`config.mk`:
```
export PLATFORM = sky130hd
export DESIGN_NAME = pipe_addsub
export DESIGN_NICKNAME = d
export VERILOG_FILES = /design/src/rtl/pipe_addsub.sv
export SDC_FILE = /design/constraint.sdc
export NUM_CORES = 1
export LEC_CHECK = 0
export BUFFER_PORTS_ARGS = -buffer_cell sky130_fd_sc_hd__buf_2
export CORE_AREA = 2 2 101 103
export CTS_BUF_LIST = sky130_fd_sc_hd__clkbuf_4 sky130_fd_sc_hd__clkbuf_8 sky130_fd_sc_hd__clkbuf_16
export DETAILED_ROUTE_END_ITERATION = 16
export DIE_AREA = 0 0 103 105
export PLACE_DENSITY = 0.8
export SLEW_MARGIN = 30
export SYNTH_ARGS = -nofsm -noshare
export SYNTH_HDL_FRONTEND = slang
export SYNTH_SLANG_ARGS = --single-unit
export TNS_END_PERCENT = 5
```
`constraint.sdc`:
```
create_clock -name clk -period 10.9 [get_ports clk]
set_clock_uncertainty 0.2 [all_clocks]
set_input_delay 1.635 -clock clk [delete_from_list [all_inputs] [get_ports clk]]
set_output_delay 1.635 -clock clk [all_outputs]
set_load 0.03 [all_outputs]
```
`src/rtl/pipe_addsub.sv`:
```
// Pipelined two's-complement adder/subtractor, one SEG-bit carry segment per stage.
// Optional signed saturation, global-stall valid/ready flow control, sideband tag.
module pipe_addsub #(
    parameter int WIDTH = 16,
    parameter int SEG   = 4,
    parameter int SAT   = 1,
    parameter int TAG_W = 4
) (
    input  logic             clk,
    input  logic             reset,
    input  logic             in_valid,
    output logic             in_ready,
    input  logic [WIDTH-1:0] x,
    input  logic [WIDTH-1:0] y,
    input  logic             sub,
    input  logic [TAG_W-1:0] tag_in,
    output logic             out_valid,
    input  logic             out_ready,
    output logic [WIDTH-1:0] sum,
    output logic             cout,
    output logic             overflow,
    output logic             saturated,
    output logic [TAG_W-1:0] tag_out
);

    localparam int NS = WIDTH / SEG;
    localparam int L  = NS - 1;
    localparam logic [WIDTH-1:0] MAXP = {1'b0, {(WIDTH-1){1'b1}}};
    localparam logic [WIDTH-1:0] MINN = {1'b1, {(WIDTH-1){1'b0}}};

    logic [WIDTH-1:0] a_q [NS];
    logic [WIDTH-1:0] b_q [NS];
    logic [WIDTH-1:0] s_q [NS];
    logic             c_q [NS];
    logic             m_q [NS];
    logic             v_q [NS];
    logic [TAG_W-1:0] t_q [NS];

    logic [WIDTH-1:0] a_d [NS];
    logic [WIDTH-1:0] b_d [NS];
    logic [WIDTH-1:0] s_d [NS];
    logic             c_d [NS];
    logic             m_d [NS];

    logic             adv;
    logic             ovf_w;
    logic [WIDTH-1:0] res_w;

    assign adv      = ~out_valid | out_ready;
    assign in_ready = adv;

    // Stage k resolves only bits [k*SEG +: SEG]; m_d is the carry into the segment's top bit.
    always_comb begin : seg_add
        logic [WIDTH-1:0] pa;
        logic [WIDTH-1:0] pb;
        logic [WIDTH-1:0] sn;
        logic             cr;
        logic             mc;
        logic             g;
        logic             p;
        pa = '0;
        pb = '0;
        sn = '0;
        cr = 1'b0;
        mc = 1'b0;
        g  = 1'b0;
        p  = 1'b0;
        for (int k = 0; k < NS; k++) begin
            if (k == 0) begin
                pa = x;
                pb = sub ? ~y : y;
                sn = '0;
                cr = sub;
            end else begin
                pa = a_q[k-1];
                pb = b_q[k-1];
                sn = s_q[k-1];
                cr = c_q[k-1];
            end
            mc = 1'b0;
            for (int i = 0; i < SEG; i++) begin
                g = pa[k*SEG+i] & pb[k*SEG+i];
                p = pa[k*SEG+i] ^ pb[k*SEG+i];
                if (i == SEG - 1) mc = cr;
                sn[k*SEG+i] = p ^ cr;
                cr = g | (p & cr);
            end
            a_d[k] = pa;
            b_d[k] = pb;
            s_d[k] = sn;
            c_d[k] = cr;
            m_d[k] = mc;
        end
    end

    always_ff @(posedge clk or posedge reset) begin
        if (reset) begin
            for (int k = 0; k < NS; k++) begin
                a_q[k] <= '0;
                b_q[k] <= '0;
                s_q[k] <= '0;
                c_q[k] <= 1'b0;
                m_q[k] <= 1'b0;
                v_q[k] <= 1'b0;
                t_q[k] <= '0;
            end
        end else if (adv) begin
            for (int k = 0; k < NS; k++) begin
                a_q[k] <= a_d[k];
                b_q[k] <= b_d[k];
                s_q[k] <= s_d[k];
                c_q[k] <= c_d[k];
                m_q[k] <= m_d[k];
            end
            v_q[0] <= in_valid;
            t_q[0] <= tag_in;
            for (int k = 1; k < NS; k++) begin
                v_q[k] <= v_q[k-1];
                t_q[k] <= t_q[k-1];
            end
        end
    end

    // On overflow both effective operands share a sign, so B's MSB picks the clamp rail.
    assign ovf_w = c_q[L] ^ m_q[L];
    assign res_w = ((SAT != 0) && ovf_w) ?
                   (b_q[L][WIDTH-1] ? MINN : MAXP) : s_q[L];

    always_ff @(posedge clk or posedge reset) begin
        if (reset) begin
            out_valid <= 1'b0;
            sum       <= '0;
            cout      <= 1'b0;
            overflow  <= 1'b0;
            saturated <= 1'b0;
            tag_out   <= '0;
        end else if (adv) begin
            out_valid <= v_q[L];
            if (v_q[L]) begin
                sum       <= res_w;
                cout      <= c_q[L];
                overflow  <= ovf_w;
                saturated <= (SAT != 0) && ovf_w;
                tag_out   <= t_q[L];
            end
        end
    end

    always_ff @(posedge clk) begin
        assert (WIDTH % SEG == 0)
            else $error("pipe_addsub: WIDTH must be a multiple of SEG");
    end

endmodule

```
# After elaboration in Yosys (flattened, before gate mapping)
# Index checks and enable logic that the tools add are counted.
[op_classes]
add_sub_neg = 0
n_mul = 0
div = 0
order_cmp = 0
eq_ne = 0
shift = 0
mux = 3
bitwise_logic = 84
n_reduce_logical = 1
[op_table]
columns = ["operator", "n"]
rows = [
  ["2-to-1 mux 16 bit", 3],
  ["bitwise XOR 1 bit", 33],
  ["bitwise AND 1 bit", 32],
  ["OR 1 bit", 17],
  ["NOT 16 bit", 1],
  ["AND reduction 2 bit", 1],
  ["NOT 1 bit", 1],
]
[word_totals]
ff_bits = 200
latchBits = 0
ram_bits = 0
mem_bits_ro = 0
input_bits = 41
output_inout_bits = 25
elab_cells = 117
n_memories = 0

# Depth between registers and ports, before layout
[depth]
ltp_word = 11
depth_mapped = 9
depth_no_buf = 9

# Worst setup path after synthesis
# No wires, ideal clock.
[synth_path]
path_kind = "input to output"
startpoint = "input out_ready"
endpoint = "output in_ready"
arrival_ns = 2.331
t_required_ns = 9.065
path_slack_ns = 6.734
stages = 4
path_buffers = 3
path_cell_list = "nand2b_1 > buf_4 > buf_2 > buf_2"
[synth_between]
elab_chain_len = 1
[synth_lines]
columns = ["element", "line_no", "rtl"]
rows = [
  ["start: declaration", "18", "input logic out_ready,"],
  ["OR 1 bit", "49", "assign adv = ~out_valid | out_ready;"],
  ["end: declaration", "12", "output logic in_ready,"],
]
# Every way passes these cells.

# Worst setup path in the final report
# Ends and elaborated chain as after synthesis.

==> summary.md <==
| Metric | Value |
|---|---|
| Required @ worst endpoint | `approximately 9 ns` |
| Syn_nets | `481` |
| CTS Buf Count | `17` |
| Gr ovfl total | `0` |
| Worst min path class | `register to register` |
| WHS | `0.282 ns` |
| Placer Congestion | `0.740` |
| Final HPWL DP | `5.99 mm` |
| Max_cap viols | `0` |
| Sequential area share after synthesis | `0.599` |
| Drt initial violations | `140` |
| Clk_lat worst skew | `about 0.51 ns` |
| Cts hold-fix bufs | `0` |
| RSZ-0062 raised after global routing | `false` |
| Switching power | `0.748 mW` |
| Full die area | `about 0.011 mm2` |
| Synth Instances | `425` |
| Drc violations | `0` |
| Final period utilization | `0.364` |
| Initial Util | `0.594` |
| CTS Buffer Depth | `2` |
| Htree depth | `4` |
| Syn_area_per_cell | `13.5 um2` |
| #FFs+latches synth | `approximately 140` |
| Largest family of logic cells by synthesized area | `multiplexers` |
| Clock tree sinks | `roughly 140` |
| EDFF count, synth | `0` |
| Area contributors post-synth | `dfrtp_1, mux2_1, fa_1` |
| First-pass GRT wire length | `between 15 and 20 mm` |
| Vias post-DR | `3340` |
| Largest net degree at the start of global routing | `95` |
| Pwr/cell area | `318 mW/mm2` |
| Final min period | `3.97 ns` |
| Core Region | `~0.0096 mm2` |
| Sum of negative setup slack | `0 ns` |
| Clock slew at reported path FFs | `0.06 ns` |
| Adder-Cell Fraction of Synth Area | `0.0525` |
| Setup violations, final | `0` |
| Headroom to the max-slew limit | `0.450` |
| Most numerous cell in the Yosys netlist | `dfrtp_1` |
| Number of port buffers | `65` |
| Drt pass-1 iters | `4` |
| Diodes inserted | `0` |
| Worst VDD drop | `0.149 mV` |
| Wire per inst | `15.3 um` |
| Reg2reg setup slack | `about 8 ns` |
| Fin nets | `541` |
| Sw frac | `0.352` |
| Crit-path max FO | `8` |
| Number of cell rows | `36` |
| Hold Vio Cnt, Final | `0` |
| Layout cells sized above 1 | `0.235` |
| Synthesized cell area | `0.00572 mm2` |
| Post-synthesis mux area share | `0.169` |
| Post_cts resized | `0` |
| Vias per cell | `5.29` |
| Slew Viols, Final | `0` |
| Async SR Flop Fraction | `1.00` |
| CP arrival | `2.13 ns` |
| WL final | `9.68 mm` |
| Crit path capture type | `output pin` |
| Status | `finished clean` |
| Initial antenna violation count | `0` |
| List of most frequent post-synthesis cells | `dfrtp_1, mux2_1, a21oi_1` |
| Sequential power share | `0.417` |
| CTS tree | `yes` |
| Complex-gate fraction of the synthesized area | `0.0616` |
| Post-Synth Simple-Gate Area | `0.0444` |
| Vias in the first global route | `about 3500` |
| Leading area contributor after synthesis | `dfrtp_1` |
| Area growth, synth to finish | `16.7%` |
| Worst slew pin tran | `a little over 0.8 ns` |
| Die width | `103 um` |
| Post-synth top area share | `0.599` |
| YS warnings | `0` |
| Gate power share | `0.322` |
| CTS root buf | `clkbuf_8` |
| Finished Core Util | `0.693` |
| DRT antenna net count | `0` |
| Total Routing Usage GR | `0.200` |
| Max frequency | `about 0.25 GHz` |
| Clock network fraction of design power | `0.262` |
| Internal Power | `1.38 mW` |
| Worst Setup Start Kind | `input pin` |
| Setup bufs post-CTS | `0` |
| Total leakage power | `3.04 nW` |
| Die H | `105 um` |
| Ys flop type | `dfrtp_1` |
| Post-Synth XOR/XNOR Area | `0.0273` |
| Number of I/O pins | `66` |
| Number of distinct library cells after synthesis | `25` |
| Setup CP Type | `input pin to output pin` |
[per-layer routing]
metal / vias up / track usage / part of all wire
li1: 1557 / - / -
met1: 1680 / 0.266 / 0.45
met2: 85 / 0.312 / 0.48
met3: 18 / 0.0589 / 0.047
met4: 0 / 0.0761 / 0.017
met5: - / 0 / 0
[logic make-up after synthesis]
group / count (synthesis)
DFF: 137
muxes: 86
AOI/OAI and AO/OA: 60
and+or+nand+nor: 56
buffers and inverters: 54
xor gates and xnor gates: 17
adders and majority gates: 15
[flip-flops by register name, summed over array words and instances, names as in the netlist]
signal and cells:
tag_out 4, saturated 1, v_q 4, seg_add.pa 4, b_q 1, cout 1
s_d 24, out_valid 1, a_d 20, seg_add.pb 4, t_q 16, c_q 4
b_d 20, s_q 16, sum 16, m_q 1
[stage by stage]
| stage | power [mW] | cells | setup WS, ns | instance area [um2] |
|---|---|---|---|---|
| floorplan | 1.39 | 425 | 5.40 | 5720 |
| global placement | 1.51 | 599 | 6.58 | 6090 |
| detailed placement | 1.56 | 599 | 6.49 | 6090 |
| CTS | 2.14 | 631 | 6.93 | 6680 |
| global route | 2.27 | 631 | 6.90 | 6680 |
| finish | 2.12 | 631 | 6.93 | 6680 |
[path summary, 6_finish.rpt]
path                                  end      start  cells after the start
min in group asynchronous      tag_out[0]      reset                      2
max reg2reg                       sum[13]  out_valid                      5
max in group asynchronous         b_d[47]      reset                      3
max                              in_ready  out_ready                      3
min reg2reg                seg_add.pa[12]    a_d[28]                      2
min                        seg_add.pa[12]    a_d[28]                      2
[power by group through the flow]
| stage | Combinational [mW] | Clock, mW | Sequential [mW] |
|---|---|---|---|
| finish | 0.683 | 0.556 | 0.885 |
| floorplan | 0.469 | 0 | 0.922 |
| global placement | 0.636 | 0 | 0.874 |
| detailed placement | 0.674 | 0 | 0.888 |
| global route | 0.770 | 0.588 | 0.914 |
| CTS | 0.694 | 0.564 | 0.887 |
[area by class of cell]
| type | instances | area (um2) |
|---|---|---|
| Tap cell | 133 | 166 |
| Multi-Input combinational cell | 234 | 2040 |
| Sequential cell | 137 | 3430 |
| Inverter | 26 | 103 |
| Clock inverter | 14 | 161 |
| Fill cell | 693 | 2960 |
| Timing Repair Buffer | 69 | 363 |
| Clock buffer | 18 | 422 |
[layout by cell type (no fill, tap or decap), drive strengths merged, types with 2 or more instances in the layout]
cell type  Yosys  routed
a21oi         32      32
a221o          9       9
a31oi          6       6
and3           9       9
buf           23      69
bufinv         0       2
clkbuf         5      18
clkinvlp       0       5
dfrtp        137     137
fa            15      15
inv           26      33
mux2          84      84
mux2i          2       2
nand2         20      20
nand2b         2       2
nor2          22      22
o21ai         13      13
xnor2         14      14
xor2           3       3
[worst max-delay path, stage by stage]
cell and delay [ns]:
buf_2 0.08, nand2b_4 0.16, buf_2 0.25
No activity file was read; power rests on OpenSTA's default activity.
